==> src/rtl/spi_reg_bridge.sv <==
// Protocol engine behind an SPI slave shifter. It decodes a command byte and then
// runs auto-incrementing register write or read bursts on a simple req/ack bus.
module spi_reg_bridge #(
  parameter logic [3:0] STATUS_ID = 4'hA,
  parameter bit         AUTO_INC  = 1'b1
) (
  input  logic       clk,
  input  logic       rst,
  input  logic [7:0] mdata,
  input  logic       data_valid_read,
  input  logic       data_firstbyte,
  output logic [7:0] sdata,
  output logic [6:0] bus_addr,
  output logic [7:0] bus_wdata,
  output logic       bus_we,
  output logic       bus_req,
  input  logic       bus_ack,
  input  logic [7:0] bus_rdata,
  output logic       busy,
  output logic       err_overrun
);

  typedef enum logic [1:0] {IDLE, WRITE, READ} state_t;

  state_t     state, state_nx;
  logic [6:0] addr, addr_nx, bus_addr_nx;
  logic [7:0] sdata_nx, bus_wdata_nx;
  logic       bus_we_nx, bus_req_nx, err_nx;
  logic       discard, discard_nx;  // in-flight cycle belongs to a burst a new command aborted
  logic       pend_rd, pend_rd_nx;  // aborted burst's replacement read, issued once that cycle acks

  logic cmd, data_byte, ack;

  assign cmd       = data_valid_read & data_firstbyte;
  assign data_byte = data_valid_read & ~data_firstbyte;
  assign ack       = bus_req & bus_ack;
  assign busy      = bus_req;

  always_comb begin
    // NOTE: every next-value gets a default before any branch, so no path can infer a latch.
    state_nx     = state;
    addr_nx      = addr;
    sdata_nx     = sdata;
    bus_addr_nx  = bus_addr;
    bus_wdata_nx = bus_wdata;
    bus_we_nx    = bus_we;
    bus_req_nx   = bus_req;
    err_nx       = err_overrun;
    discard_nx   = discard;
    pend_rd_nx   = pend_rd;

    if (state != READ) sdata_nx = {STATUS_ID, 2'b00, busy, err_overrun};

    if (ack) begin
      bus_req_nx = 1'b0;
      discard_nx = 1'b0;
      if (discard) begin
        pend_rd_nx = 1'b0;
        if (pend_rd) begin
          bus_req_nx  = 1'b1;
          bus_we_nx   = 1'b0;
          bus_addr_nx = addr;
        end
      end else if (!cmd) begin
        if (state == READ) sdata_nx = bus_rdata;
        if (AUTO_INC) addr_nx = addr + 7'd1;
      end
    end

    if (cmd) begin
      err_nx   = 1'b0;
      addr_nx  = mdata[6:0];
      state_nx = mdata[7] ? READ : WRITE;
      if (bus_req && !bus_ack) begin
        // Hold the old cycle to its ack; its result and address step are dropped.
        discard_nx = 1'b1;
        pend_rd_nx = mdata[7];
      end else begin
        pend_rd_nx = 1'b0;
        bus_req_nx = mdata[7];
        if (mdata[7]) begin
          bus_we_nx   = 1'b0;
          bus_addr_nx = mdata[6:0];
        end
      end
    end else if (data_byte) begin
      if (bus_req) begin
        err_nx = 1'b1;
      end else if (state == WRITE) begin
        bus_req_nx   = 1'b1;
        bus_we_nx    = 1'b1;
        bus_addr_nx  = addr;
        bus_wdata_nx = mdata;
      end else if (state == READ) begin
        bus_req_nx  = 1'b1;
        bus_we_nx   = 1'b0;
        bus_addr_nx = addr;
      end
    end
  end

  // NOTE: state registers use non-blocking assignments only; all decisions live in the comb block.
  always_ff @(posedge clk or posedge rst) begin
    if (rst) begin
      state       <= IDLE;
      addr        <= '0;
      sdata       <= {STATUS_ID, 4'b0000};
      bus_addr    <= '0;
      bus_wdata   <= '0;
      bus_we      <= 1'b0;
      bus_req     <= 1'b0;
      err_overrun <= 1'b0;
      discard     <= 1'b0;
      pend_rd     <= 1'b0;
    end else begin
      state       <= state_nx;
      addr        <= addr_nx;
      sdata       <= sdata_nx;
      bus_addr    <= bus_addr_nx;
      bus_wdata   <= bus_wdata_nx;
      bus_we      <= bus_we_nx;
      bus_req     <= bus_req_nx;
      err_overrun <= err_nx;
      discard     <= discard_nx;
      pend_rd     <= pend_rd_nx;
    end
  end

endmodule

==> config.mk <==
export PLATFORM = sky130hd
export DESIGN_NAME = spi_reg_bridge
export DESIGN_NICKNAME = d
export VERILOG_FILES = /design/src/rtl/spi_reg_bridge.sv
export SDC_FILE = /design/constraint.sdc
export NUM_CORES = 1
export LEC_CHECK = 0
export CORE_MARGIN = 5
export CORE_UTILIZATION = 52
export CTS_CLUSTER_SIZE = 12
export DETAILED_ROUTE_END_ITERATION = 16
export HOLD_SLACK_MARGIN = 0.1
export PLACE_DENSITY = 0.84
export SETUP_SLACK_MARGIN = 0.4
export SYNTH_ARGS = -nofsm -noshare
export SYNTH_HDL_FRONTEND = slang
export SYNTH_SLANG_ARGS = --single-unit
==> constraint.sdc <==
create_clock -name clk -period 4.2 [get_ports clk]
set_input_delay 0.63 -clock clk [delete_from_list [all_inputs] [get_ports clk]]
set_output_delay 0.63 -clock clk [all_outputs]
set_load 0.01 [all_outputs]
## Word level (Yosys, flattened, before mapping)

Index checks and enable logic that the tools add are counted.

- $add $sub $neg: 1
- $mul: 0
- Divide/modulo/power cells: 0
- Magnitude comparators: 0
- Equality and inequality tests: 4
- Shifts and indexed selects: 0
- Muxes and demuxes: 48
- Bitwise operators: 6
- Reduce and logical (&&, ||, !) cells: 10

Operators with widths:

| kind | count |
|---|---|
| 7-bit two-way mux | 13 |
| 8-bit two-way mux | 5 |
| 1-bit two-way mux | 29 |
| 2-bit nonzero test | 4 |
| 7-bit by 1-bit adder with 7-bit output (second input constant) | 1 |
| 2-bit AND reduction | 3 |
| 4-bit AND reduction | 1 |
| 1-bit bitwise AND | 3 |
| 1-bit NOT | 3 |
| 2-bit by 1-bit == test with 1-bit output (second input constant) | 1 |
| 2-bit == test (second input constant) | 1 |
| 2-bit two-way mux | 1 |
| 2-bit by 1-bit != test with 1-bit output (second input constant) | 1 |
| 2-bit != test (second input constant) | 1 |
| 1-bit logical AND | 1 |
| 1-bit logical NOT | 1 |

- Register bits after elaboration: 37
- Bits in latches: 0
- RAM bits: 0
- ROM bits: 0
- Bits of input ports: 21
- Output and inout bits: 27
- Word-level logic and storage cells: 79
- Memories: 0

## Logic depth before layout (Yosys ltp)

Gate-level depths: netlist of the first run.

- Depth in word-level cells: 8
- Gate-level depth with buffers: 6
- Depth with buffers taken out: 5

## Least setup slack after synthesis of the first run

Ideal clock, no wire load.

- Path kind: input-to-reg
- From: input bus_ack
- To: register bus_addr[2]
- Arrival time: 1.415 ns
- Slack: 2.651 ns
- Cell stages on the path: 5
- Buffers on the path: 1
- Path through: nand4_1 > buf_2 > mux2_2 > nor2_1 > o211ai_1

- Cells in the longest elaborated chain, start to end: 7
- Elaborated cells on any way between the ends: 11
- Those cells by class: 8 x mux; 1 x bitwise; 2 x reduce/logical

RTL lines:

| element | RTL line | text |
|---|---|---|
| start, declared | 17 | `input logic bus_ack,` |
| 1-bit bitwise AND | 36 | `assign ack = bus_req & bus_ack;` |
| 7-bit two-way mux | 54 | `if (ack) begin` |
| 7-bit two-way mux | 94 | `end else if (state == READ) begin` |
| 7-bit two-way mux | 89 | `end else if (state == WRITE) begin` |
| 7-bit two-way mux | 87 | `if (bus_req) begin` |
| 7-bit two-way mux | 86 | `end else if (data_byte) begin` |
| 7-bit two-way mux (*) | 70 | `if (cmd) begin` |
| named net bus_addr_nx[2] | 26 | `logic [6:0] addr, addr_nx, bus_addr_nx;` |
| end signal, assigned | 119 | `bus_addr <= bus_addr_nx;` |
| end, declared | 13 | `output logic [6:0] bus_addr,` |

Mark *: on every way through the listed nets, which the timed path passes. The rest lies on a longest branch.
A chain may end at the register's enable or synchronous reset.

## Worst setup path after layout of the first run

- From: register bus_req
- To: output busy

RTL lines:

| element | RTL line | text |
|---|---|---|
| start, declared | 16 | `output logic bus_req,` |
| start signal, assigned | 122 | `bus_req <= bus_req_nx;` |
| end, declared | 19 | `output logic busy,` |

No word-level cell between the ends.

==> impl_summary.log, run 1 <==
INFO  metric outcome = finished, final reports clean
INFO  metric wl_per_cell = 15.1 um
INFO  metric synthesis.area = 1880 sq um
INFO  metric final.period_utilization = 0.536
INFO  metric slew_viol_final = 0
INFO  metric layout.filler_cells = 264
INFO  metric initial_core_utilization = 0.551
INFO  metric fp.dieH = 70.1 um
INFO  metric fmax = 0.445 GHz
INFO  metric synthesis.area_per_instance = 10.1 sq um
INFO  metric crit_path_cell_trace = clkdlybuf4s50_1
INFO  metric cts_post_setup_buffers_inserted = 0
INFO  metric yosys.area.top_type = sky130_fd_sc_hd__dfrtp_1
INFO  metric library_cell_with_the_highest_instance_count_after_synthesis = sky130_fd_sc_hd__dfrtp_1
INFO  metric grt_antenna_before_repair = 0
INFO  metric totalNegativeSetupSlack = 0 ps
INFO  metric clock_skew = 14.9 ps
INFO  metric worst-path-stages = 1
INFO  metric synth-seq-cells = 37
INFO  metric finalHoldViolations = 0
INFO  metric area_growth = 28.5%
INFO  metric synth_warnings = 0
INFO  metric synth_top_area_frac = 0.466
INFO  metric n_antenna_cell = 0
INFO  metric area_used_by_multi_input_combinational_logic = 886 sq um
INFO  metric worst_path_max_delay_cell = sky130_fd_sc_hd__dfrtp_1
INFO  metric static-leakage-power = 0.00108 uW
INFO  metric iteration_count_of_the_initial_detailed_routing_pass = 4
INFO  metric routed-via-count = 1529
INFO  metric cts_max_path_bufs = 2
INFO  metric vdd_drop_max = 304 uV
INFO  metric detail_route.iter0.violations = 98
INFO  metric layout.area.seq = 928 sq um
INFO  metric critPathLaunchType = register
INFO  metric timing.critical_path.slowest_cell_delay = 650 ps
INFO  metric post_cts_resized = 0
INFO  metric synth_edf_count = 0
INFO  metric post_route_cells_drive_above_1_share = 0.129
INFO  metric drtAntennaViolNets = 0
INFO  metric timing.critical_path.buf_inv = 1
INFO  metric final.setup.worst_slack = 1950 ps
INFO  metric setup_viol = 0
INFO  metric most_area_consuming_cells_after_synthesis = sky130_fd_sc_hd__dfrtp_1 (47%), sky130_fd_sc_hd__mux2_2 (8.4%), sky130_fd_sc_hd__nand2_1 (6.4%), sky130_fd_sc_hd__o21ai_0 (4.0%), sky130_fd_sc_hd__mux2i_1 (3.2%)
INFO  metric worstSkewPairLatency = 340 ps
INFO  metric synth.lib_cells_used.distinct = 36
INFO  metric nets = 254
INFO  metric floorplan.die.width = 70.1 um
INFO  metric tritoncts_sink_count = 37
INFO  metric worstPathRequired = 3570 ps
INFO  metric worstRegToRegCells = 4
INFO  metric dp_hpwl = 3.11 mm
INFO  metric period_needed = 2250 ps
INFO  metric worstPathArrival = 1620 ps
INFO  metric grt_pass1_wl = 7.16 mm
INFO  metric routed_wirelength = 4.22 mm
INFO  metric die_footprint = 4920 sq um
INFO  metric setup.worst_path.class = reg -> out
INFO  metric worst_r2r_startpoint = bus_req$_DFF_PP0_
INFO  metric buffer_ports.inserted = 47
INFO  metric worstSetupStartpoint = bus_req$_DFF_PP0_
INFO  metric drt-vias-per-instance = 5.48
INFO  metric synth_sequential_area_ratio = 0.494
INFO  metric grt_pass1_vias = 1508
INFO  metric yosys-top-cells-count = sky130_fd_sc_hd__dfrtp_1 (35), sky130_fd_sc_hd__nand2_1 (32), sky130_fd_sc_hd__o21ai_0 (15)
INFO  metric clk_tree_root_cell = sky130_fd_sc_hd__clkbuf_4
INFO  metric std_cell_rows = 21
INFO  metric ioPinCount = 48
INFO  metric synthesis.nets = 209
INFO  metric final_core_util = 0.707
INFO  metric number_of_buffers_added_to_fix_hold_violations_after_cts = 0
INFO  metric timing.critical_path.to = busy
INFO  metric r2r-end = bus_addr[4]$_DFF_PP0_
INFO  metric end_kind = primary output
INFO  metric path_delay_family = flip-flops
INFO  metric cts-buffers-inserted = 5
INFO  metric postSynth.topFlopCell = sky130_fd_sc_hd__dfrtp_1
INFO  metric cts_tree = built
INFO  metric total_power = 1140 uW
INFO  metric max_slew.worst_pin.slew = 920 ps
INFO  metric slew-limit-headroom = 0.386
INFO  metric grt_start_max_net_pins = 31
INFO  metric synthArstFlopShare = 1.00
INFO  metric place_congestion = 0.819
INFO  metric overflow = 0
INFO  metric max_cap_viols = 0
INFO  metric groute.usage.overall = 0.182
INFO  metric reg2reg_slack = 2180 ps
INFO  metric synthCells = 187
INFO  metric finalHoldWorstSlack = 495 ps
INFO  metric grt_setup_unrepaired = false
INFO  metric drt_drc_violations_left = 0
INFO  metric ctsHtreeMaxLevel = 2
INFO  metric core_area = 3420 sq um
INFO  metric cell_pwr_density = 470 nW/um^2
INFO  metric clkSlewWorstSetupHoldPaths = 100 ps
INFO  metric hp-class = reg -> reg
INFO  metric preCtsSetupSlack = 1620 ps
INFO  metric cp_max_fo = 15
==> placed cells by master, fill, tap and decap left out, drive strengths merged <==
| cell type | count |
|---|---|
| clkdlybuf4s50 | 47 |
| and3 | 3 |
| inv | 2 |
| and3b | 1 |
| a31oi | 3 |
| nand4 | 2 |
| and4b | 1 |
| a32oi | 1 |
| a21boi | 1 |
| clkbuf | 8 |
| a21oi | 9 |
| mux2 | 14 |
| dfrtp | 35 |
| mux2i | 6 |
| dfstp | 2 |
| nand2 | 32 |
| and2 | 4 |
| o211ai | 3 |
| nor2 | 13 |
| o22ai | 5 |
| xnor2 | 1 |
| ha | 1 |
| nor3b | 1 |
| a21o | 2 |
| buf | 1 |
| nand3b | 2 |
| nand3 | 9 |
| nor2b | 1 |
| o21ai | 15 |
| xor2 | 6 |
| nand2b | 2 |
==> through the flow <==
step,area (sq um),instances
2_1_floorplan,1880,187
5_1_grt,2420,279
3_5_place_dp,2360,271
3_3_place_gp,2360,271
4_1_cts,2420,279
6_report,2420,279
==> flip-flops by register name, indices dropped and copies added, names as in the netlist <==
| register | count |
|---|---|
| bus_req | 1 |
| sdata | 8 |
| pend_rd | 1 |
| bus_addr | 7 |
| err_overrun | 1 |
| discard | 1 |
| bus_we | 1 |
| addr | 7 |
| bus_wdata | 8 |
| state | 2 |
==> report_power, final <==
| group | internal (uW) | total, uW | switching, uW |
|---|---|---|---|
| combinational | 243 | 413 | 170 |
| sequential | 450 | 530 | 80.1 |
| clock | 82.7 | 193 | 110 |
| total | 775 | 1140 | 360 |
==> logic make-up after synthesis <==
| family | count (synthesis) | share of synthesized area |
|---|---|---|
| adders and majority gates | 1 | 0.00665 |
| xor gates and xnor gates | 7 | 0.0326 |
| buffers and inverters | 12 | 0.0353 |
| AOI/OAI and AO/OA | 39 | 0.125 |
| DFF | 37 | 0.494 |
| muxes | 20 | 0.116 |
| and+or+nand+nor | 71 | 0.191 |
==> worst min path at each step <==
stage	startpoint	end	slack [ps]	cells past startpoint
2_1_floorplan	pend_rd$_DFFE_PP0P_	pend_rd$_DFFE_PP0P_	490	2
3_3_place_gp	sdata[5]$_DFF_PP1_	sdata[5]$_DFF_PP1_	470	2
3_5_place_dp	sdata[5]$_DFF_PP1_	sdata[5]$_DFF_PP1_	490	2
4_1_cts	sdata[5]$_DFF_PP1_	sdata[5]$_DFF_PP1_	500	2
5_1_grt	bus_wdata[6]$_DFFE_PP0P_	bus_wdata[6]$_DFFE_PP0P_	530	1
6_report	sdata[5]$_DFF_PP1_	sdata[5]$_DFF_PP1_	490	2
==> area by class of cell <==
| type | instances | share of cell area |
|---|---|---|
| clock buffers | 8 | 0.0243 |
| inverters | 2 | 0.00311 |
| well taps | 46 | 0.0238 |
| flip-flops and latches | 37 | 0.384 |
| repair buffers | 48 | 0.198 |
| multi-input cells | 138 | 0.367 |
==> routing by layer <==
metal	routed length (um)	vias up	global-route usage
li1	-	744	-
met1	1990	735	0.246
met2	1930	43	0.268
met3	228	7	0.0689
met4	70	0	0.0638
met5	0	-	0
(Power assumes the default switching activity.)
==> run 2: changes to the inputs <==
- CORE_UTILIZATION: 52 -> 48
- PLACE_DENSITY: 0.84 -> 0.79
- clock period: 4.2 -> 2.3 ns (I/O delays scaled with it)
==> run 2 against run 1 <==
Against the previous run:
- combinational power rose by 85%
- final cell count increased by 2.2%
- register-to-register slack got worse by 1500 ps
- utilization fell by 3.6 points
- clock skew shrank 10 ps
- worst hold slack lost 12 ps
- total power increased by 94%
- flip-flop and latch count is the same
- clock power increased by 140%
- sequential share of layout area decreased by 1.1 points
- critical path depth did not move
- critical path type unchanged
==> impl_summary.log, run 2 (same netlist as run 1, synthesis figures left out) <==
INFO  metric outcome = finished, final reports clean
INFO  metric timing.critical_path.slowest_cell_delay = 600 ps
INFO  metric setup.worst_path.class = reg -> out
INFO  metric initial_core_utilization = 0.506
INFO  metric critPathLaunchType = register
INFO  metric routed_wirelength = 4.22 mm
INFO  metric core_area = 3720 sq um
INFO  metric routed-via-count = 1546
INFO  metric clk_tree_root_cell = sky130_fd_sc_hd__clkbuf_8
INFO  metric floorplan.die.width = 72.6 um
INFO  metric cts_tree = built
INFO  metric fmax = 0.566 GHz
INFO  metric worstPathRequired = 1960 ps
INFO  metric place_congestion = 0.826
INFO  metric final_instance_count_excl_fillers = 285
INFO  metric slew_viol_final = 0
INFO  metric totalNegativeSetupSlack = 0 ps
INFO  metric reg.largest.list = bus_wdata: 8 flops, sdata: 8 flops
INFO  metric cp_max_fo = 15
INFO  metric clock_skew = 4.57 ps
INFO  metric final.setup.worst_slack = 533 ps
INFO  metric tritoncts_sink_count = 37
INFO  metric placed_instances = 277
INFO  metric clkSlewWorstSetupHoldPaths = 70 ps
INFO  metric grt_pass1_wl = 7.05 mm
INFO  metric area_growth = 32.6%
INFO  metric final.period_utilization = 0.768
INFO  metric slew-limit-headroom = 0.664
INFO  metric drt-vias-per-instance = 5.42
INFO  metric worstSkewPairLatency = 290 ps
INFO  metric finalHoldWorstSlack = 483 ps
INFO  metric preCtsSetupSlack = 381 ps
INFO  metric iteration_count_of_the_initial_detailed_routing_pass = 4
INFO  metric cell_pwr_density = 882 nW/um^2
INFO  metric cts_max_path_bufs = 2
INFO  metric finalHoldViolations = 0
INFO  metric grt_pass1_vias = 1483
INFO  metric vdd_drop_max = 509 uV
INFO  metric final_cell_mix = sky130_fd_sc_hd__clkdlybuf4s50_1 (47), sky130_fd_sc_hd__dfrtp_1 (34), sky130_fd_sc_hd__nand2_1 (32), sky130_fd_sc_hd__o21ai_0 (15), sky130_fd_sc_hd__mux2_2 (14)
INFO  metric mostFrequentLayoutCell = sky130_fd_sc_hd__clkdlybuf4s50_1
INFO  metric path_delay_family = buffers and inverters
INFO  metric period_needed = 1770 ps
INFO  metric grt_start_max_net_pins = 38
INFO  metric fp.dieH = 72.6 um
INFO  metric max_slew.worst_pin.slew = 503 ps
INFO  metric cts-buffers-inserted = 5
INFO  metric overflow = 0
INFO  metric grt_antenna_before_repair = 0
INFO  metric buffer_ports.inserted = 47
INFO  metric detail_route.iter0.violations = 128
INFO  metric worst_path_max_delay_cell = sky130_fd_sc_hd__clkdlybuf4s50_1
INFO  metric std_cell_rows = 22
INFO  metric grt_setup_unrepaired = false
INFO  metric dp_hpwl = 3.00 mm
INFO  metric hp-class = in -> async
INFO  metric end_kind = primary output
INFO  metric nets = 258
INFO  metric worstRegToRegCells = 5
INFO  metric static-leakage-power = 0.00111 uW
INFO  metric post_route_cells_drive_above_1_share = 0.148
INFO  metric wl_per_cell = 14.8 um
INFO  metric max_cap_viols = 0
INFO  metric crit_path_cell_trace = clkdlybuf4s50_1
INFO  metric n_antenna_cell = 0
INFO  metric groute.usage.overall = 0.175
INFO  metric drt_drc_violations_left = 0
INFO  metric die_footprint = 5270 sq um
INFO  metric worst-path-stages = 1
INFO  metric setup_viol = 0
INFO  metric worstPathArrival = 1420 ps
INFO  metric timing.critical_path.buf_inv = 1
INFO  metric ioPinCount = 48
INFO  metric ctsHtreeMaxLevel = 2
INFO  metric drtAntennaViolNets = 0
-- run 2: cell count changes in the layout (fill, tap and decap cells not counted), sizes merged --
| cell | previous run | this run |
|---|---|---|
| buf | 1 | 5 |
-- run 2: worst paths after layout --
path	startpoint	to	slack [ps]
min	rst	state[0]$_DFFE_PP0P_	480
max reg2reg	bus_req$_DFF_PP0_	bus_addr[2]$_DFF_PP0_	720
max in group asynchronous	rst	sdata[5]$_DFF_PP1_	1480
max	bus_req$_DFF_PP0_	busy	530
min reg2reg	sdata[5]$_DFF_PP1_	sdata[5]$_DFF_PP1_	490
min in group clk	sdata[5]$_DFF_PP1_	sdata[5]$_DFF_PP1_	490
-- run 2: power by group --
group	internal, uW	switching (uW)	total, uW
combinational	450	313	763
clock	244	221	465
sequential	824	148	971
-- run 2: metal layers --
layer	wire, um	part of all wire	GRT usage
met1	1960	0.46	0.247
met2	1940	0.46	0.255
met3	252	0.060	0.0468
met4	69	0.016	0.0676
met5	0	0	0
-- run 2: metrics by stage --
stage | utilization | total power [uW] | cell area [sq um]
after floorplan | - | 1360 | 1880
after global placement | 0.646 | 1730 | 2400
after detailed placement | 0.646 | 1750 | 2400
after CTS | 0.671 | 2220 | 2490
after global routing | 0.671 | 2330 | 2490
final | 0.671 | 2200 | 2490
-- run 2: cell type report --
cell class / count / area, sq um
Timing Repair Buffer: 52 / 520
Fill cell: 305 / 1220
Sequential cell: 37 / 930
Tap cell: 48 / 60.1
Clock buffer: 8 / 90.1
Multi-Input combinational cell: 138 / 886
Inverter: 2 / 7.51
-- run 2: timing repair --
item | CTS | global route
endpoints found under the setup margin | 2 | 0
resized for setup | 1 | 0
hold buffers | 0 | 0
buffers inserted | 0 | 0
==> run 3: changes to the inputs <==
- clock period: 2.3 -> 1.8 ns (I/O delays scaled with it)
==> run 3 against run 2 <==
Against the previous run:
- clock power up 19%
- flip-flop and latch count unchanged
- largest power group unchanged
- worst hold slack worse by 250 ps
- routed wire length up 15%
- clock skew up 0.60 ps
- sequential share of layout area down 3.2 points
- sequential power up 28%
- critical path depth up 5
- final cell count up 8.1%
- non-clock buffer count up 22
- utilization up 6.6 points
- critical endpoint is now bus_addr[5]$_DFF_PP0_
- register-to-register slack worse by 460 ps
==> impl_summary.log, run 3 (same netlist as run 1, synthesis figures left out) <==
INFO  metric drt-vias-per-instance = 5.40
INFO  metric tritoncts_sink_count = 37
INFO  metric grt_antenna_before_repair = 0
INFO  metric total_power = 2820 uW
INFO  metric static-leakage-power = 0.00135 uW
INFO  metric max_slew.worst_pin.slew = 281 ps
INFO  metric slew_viol_final = 0
INFO  metric cell_pwr_density = 1030 nW/um^2
INFO  metric vdd_drop_max = 684 uV
INFO  metric mostFrequentLayoutCell = sky130_fd_sc_hd__dfrtp_1
INFO  metric setup_viol = 0
INFO  metric nets = 281
INFO  metric grt_pass1_wl = 7.62 mm
INFO  metric area_growth = 45.6%
INFO  metric preCtsSetupSlack = 6.73 ps
INFO  metric final_cell_mix = sky130_fd_sc_hd__dfrtp_1 (32), sky130_fd_sc_hd__nand2_1 (30), sky130_fd_sc_hd__dlygate4sd2_1 (25), sky130_fd_sc_hd__clkdlybuf4s50_1 (19), sky130_fd_sc_hd__buf_4 (18)
INFO  metric ioPinCount = 48
INFO  metric hp-class = in -> reg
INFO  metric critPathLaunchType = register
INFO  metric grt_pass1_vias = 1539
INFO  metric setup.worst_path.class = reg -> reg
INFO  metric cts-buffers-inserted = 5
INFO  metric detail_route.iter0.violations = 126
INFO  metric use_met3 = 0.0358
INFO  metric grt_setup_unrepaired = true
INFO  metric post_route_cells_drive_above_1_share = 0.281
INFO  metric place_congestion = 0.788
INFO  metric final_instance_count_excl_fillers = 308
INFO  metric overflow = 0
INFO  metric std_cell_rows = 22
INFO  metric grt.met2_usage = 0.288
INFO  metric cts_max_path_bufs = 2
INFO  metric fp.dieH = 72.6 um
INFO  metric drt_drc_violations_left = 0
INFO  metric layout.filler_cells = 269
INFO  metric slew-limit-headroom = 0.812
INFO  metric cp_max_fo = 5
INFO  metric ctsHtreeMaxLevel = 2
INFO  metric drtAntennaViolNets = 0
INFO  metric clock_skew = 5.17 ps
INFO  metric worstSkewPairLatency = 280 ps
INFO  metric wl_per_cell = 15.8 um
INFO  metric busiest_layer = met2
INFO  metric final.period_utilization = 0.853
INFO  metric period_needed = 1540 ps
INFO  metric initial_core_utilization = 0.506
INFO  metric finalHoldViolations = 0
INFO  metric routed-via-count = 1662
INFO  metric n_antenna_cell = 0
INFO  metric groute.usage.overall = 0.188
INFO  metric placed_instances = 288
INFO  metric dp_hpwl = 3.05 mm
INFO  metric met1_usage = 0.266
INFO  metric cts_tree = built
INFO  metric iteration_count_of_the_initial_detailed_routing_pass = 4
INFO  metric fmax = 0.651 GHz
INFO  metric worstPathRequired = 1970 ps
INFO  metric die_footprint = 5270 sq um
INFO  metric clk_tree_root_cell = sky130_fd_sc_hd__clkbuf_8
INFO  metric grt_start_max_net_pins = 38
INFO  metric floorplan.die.width = 72.6 um
INFO  metric worstPathArrival = 1700 ps
INFO  metric clkSlewWorstSetupHoldPaths = 70 ps
INFO  metric outcome = finished, final reports clean
INFO  metric number_of_buffers_added_to_fix_hold_violations_after_cts = 0
INFO  metric routed_wirelength = 4.88 mm
INFO  metric reg.largest.list = bus_wdata: 8 flops, sdata: 8 flops
INFO  metric end_kind = register
INFO  metric buffer_ports.inserted = 47
INFO  metric final.setup.worst_slack = 265 ps
INFO  metric core_area = 3720 sq um
INFO  metric max_cap_viols = 0
INFO  metric totalNegativeSetupSlack = 0 ps
run 3: cell count changes in the layout (fill, tap and decap cells not counted), moves of 3 or more:
cell	change
sky130_fd_sc_hd__buf_4	+14
sky130_fd_sc_hd__buf_6	+6
sky130_fd_sc_hd__clkdlybuf4s50_1	-28
sky130_fd_sc_hd__dlygate4sd2_1	+25
sky130_fd_sc_hd__mux2_2	-3
sky130_fd_sc_hd__mux2_4	+3
sky130_fd_sc_hd__nor2_1	-3
sky130_fd_sc_hd__o21ai_0	-5
sky130_fd_sc_hd__o21ai_1	+5
run 3: worst paths after layout:
path                            cells after the start               start                    end  slack, ps
worst max-delay path                                6   bus_req$_DFF_PP0_  bus_addr[5]$_DFF_PP0_        260
worst min-delay path                                2             bus_ack      discard$_DFF_PP0_        230
worst max register to register                      6   bus_req$_DFF_PP0_  bus_addr[5]$_DFF_PP0_        260
worst min register to register                      2  sdata[5]$_DFF_PP1_     sdata[5]$_DFF_PP1_        480
max in group asynchronous                           3                 rst     sdata[7]$_DFF_PP1_       1220
min in group asynchronous                           3                 rst      bus_req$_DFF_PP0_        340
run 3: stage by stage:
step	util	instance area (sq um)	hold WS, ps
2_1_floorplan	-	1880	360
3_3_place_gp	0.672	2500	471
3_5_place_dp	0.672	2500	479
4_1_cts	0.708	2630	343
5_1_grt	0.737	2740	236
6_report	0.737	2740	228
run 3: worst max-delay path, stage by stage (launching register included):
cell and delay, ps:
sky130_fd_sc_hd__dfrtp_2 390, sky130_fd_sc_hd__buf_6 130, sky130_fd_sc_hd__nand4_1 190, sky130_fd_sc_hd__buf_6 210
sky130_fd_sc_hd__mux2_4 300, sky130_fd_sc_hd__nor2_2 110, sky130_fd_sc_hd__o22ai_1 80
run 3: area by class of cell:
class	instances	area, sq um	share of cell area
Timing Repair Buffer	74	687	0.251
Inverter	2	7.51	0.00274
Sequential cell	37	932	0.340
Tap cell	48	60.1	0.0219
Clock buffer	6	72.6	0.0265
Multi-Input combinational cell	139	968	0.354
Clock inverter	2	10.0	0.00366
run 3: per-layer routing:
| layer | up-vias | share of wire |
|---|---|---|
| met2 | 53 | 0.49 |
| met1 | 808 | 0.44 |
| li1 | 799 | - |
| met4 | 0 | 0.0082 |
| met3 | 2 | 0.054 |
| met5 | - | 0 |
run 3: what timing repair did:
action,in CTS,in global routing
resized for setup,32,29
buffers inserted,5,5
cloned,2,0
endpoints found under the setup margin,50,30
pin swaps,3,14
run 3: power by group:
group	leakage (uW)	total [uW]	switching [uW]	internal (uW)
Combinational	0.000855	1030	465	566
Sequential	0.000453	1240	187	1050
Clock	0.0000450	552	284	268
Total	0.00135	2820	936	1890
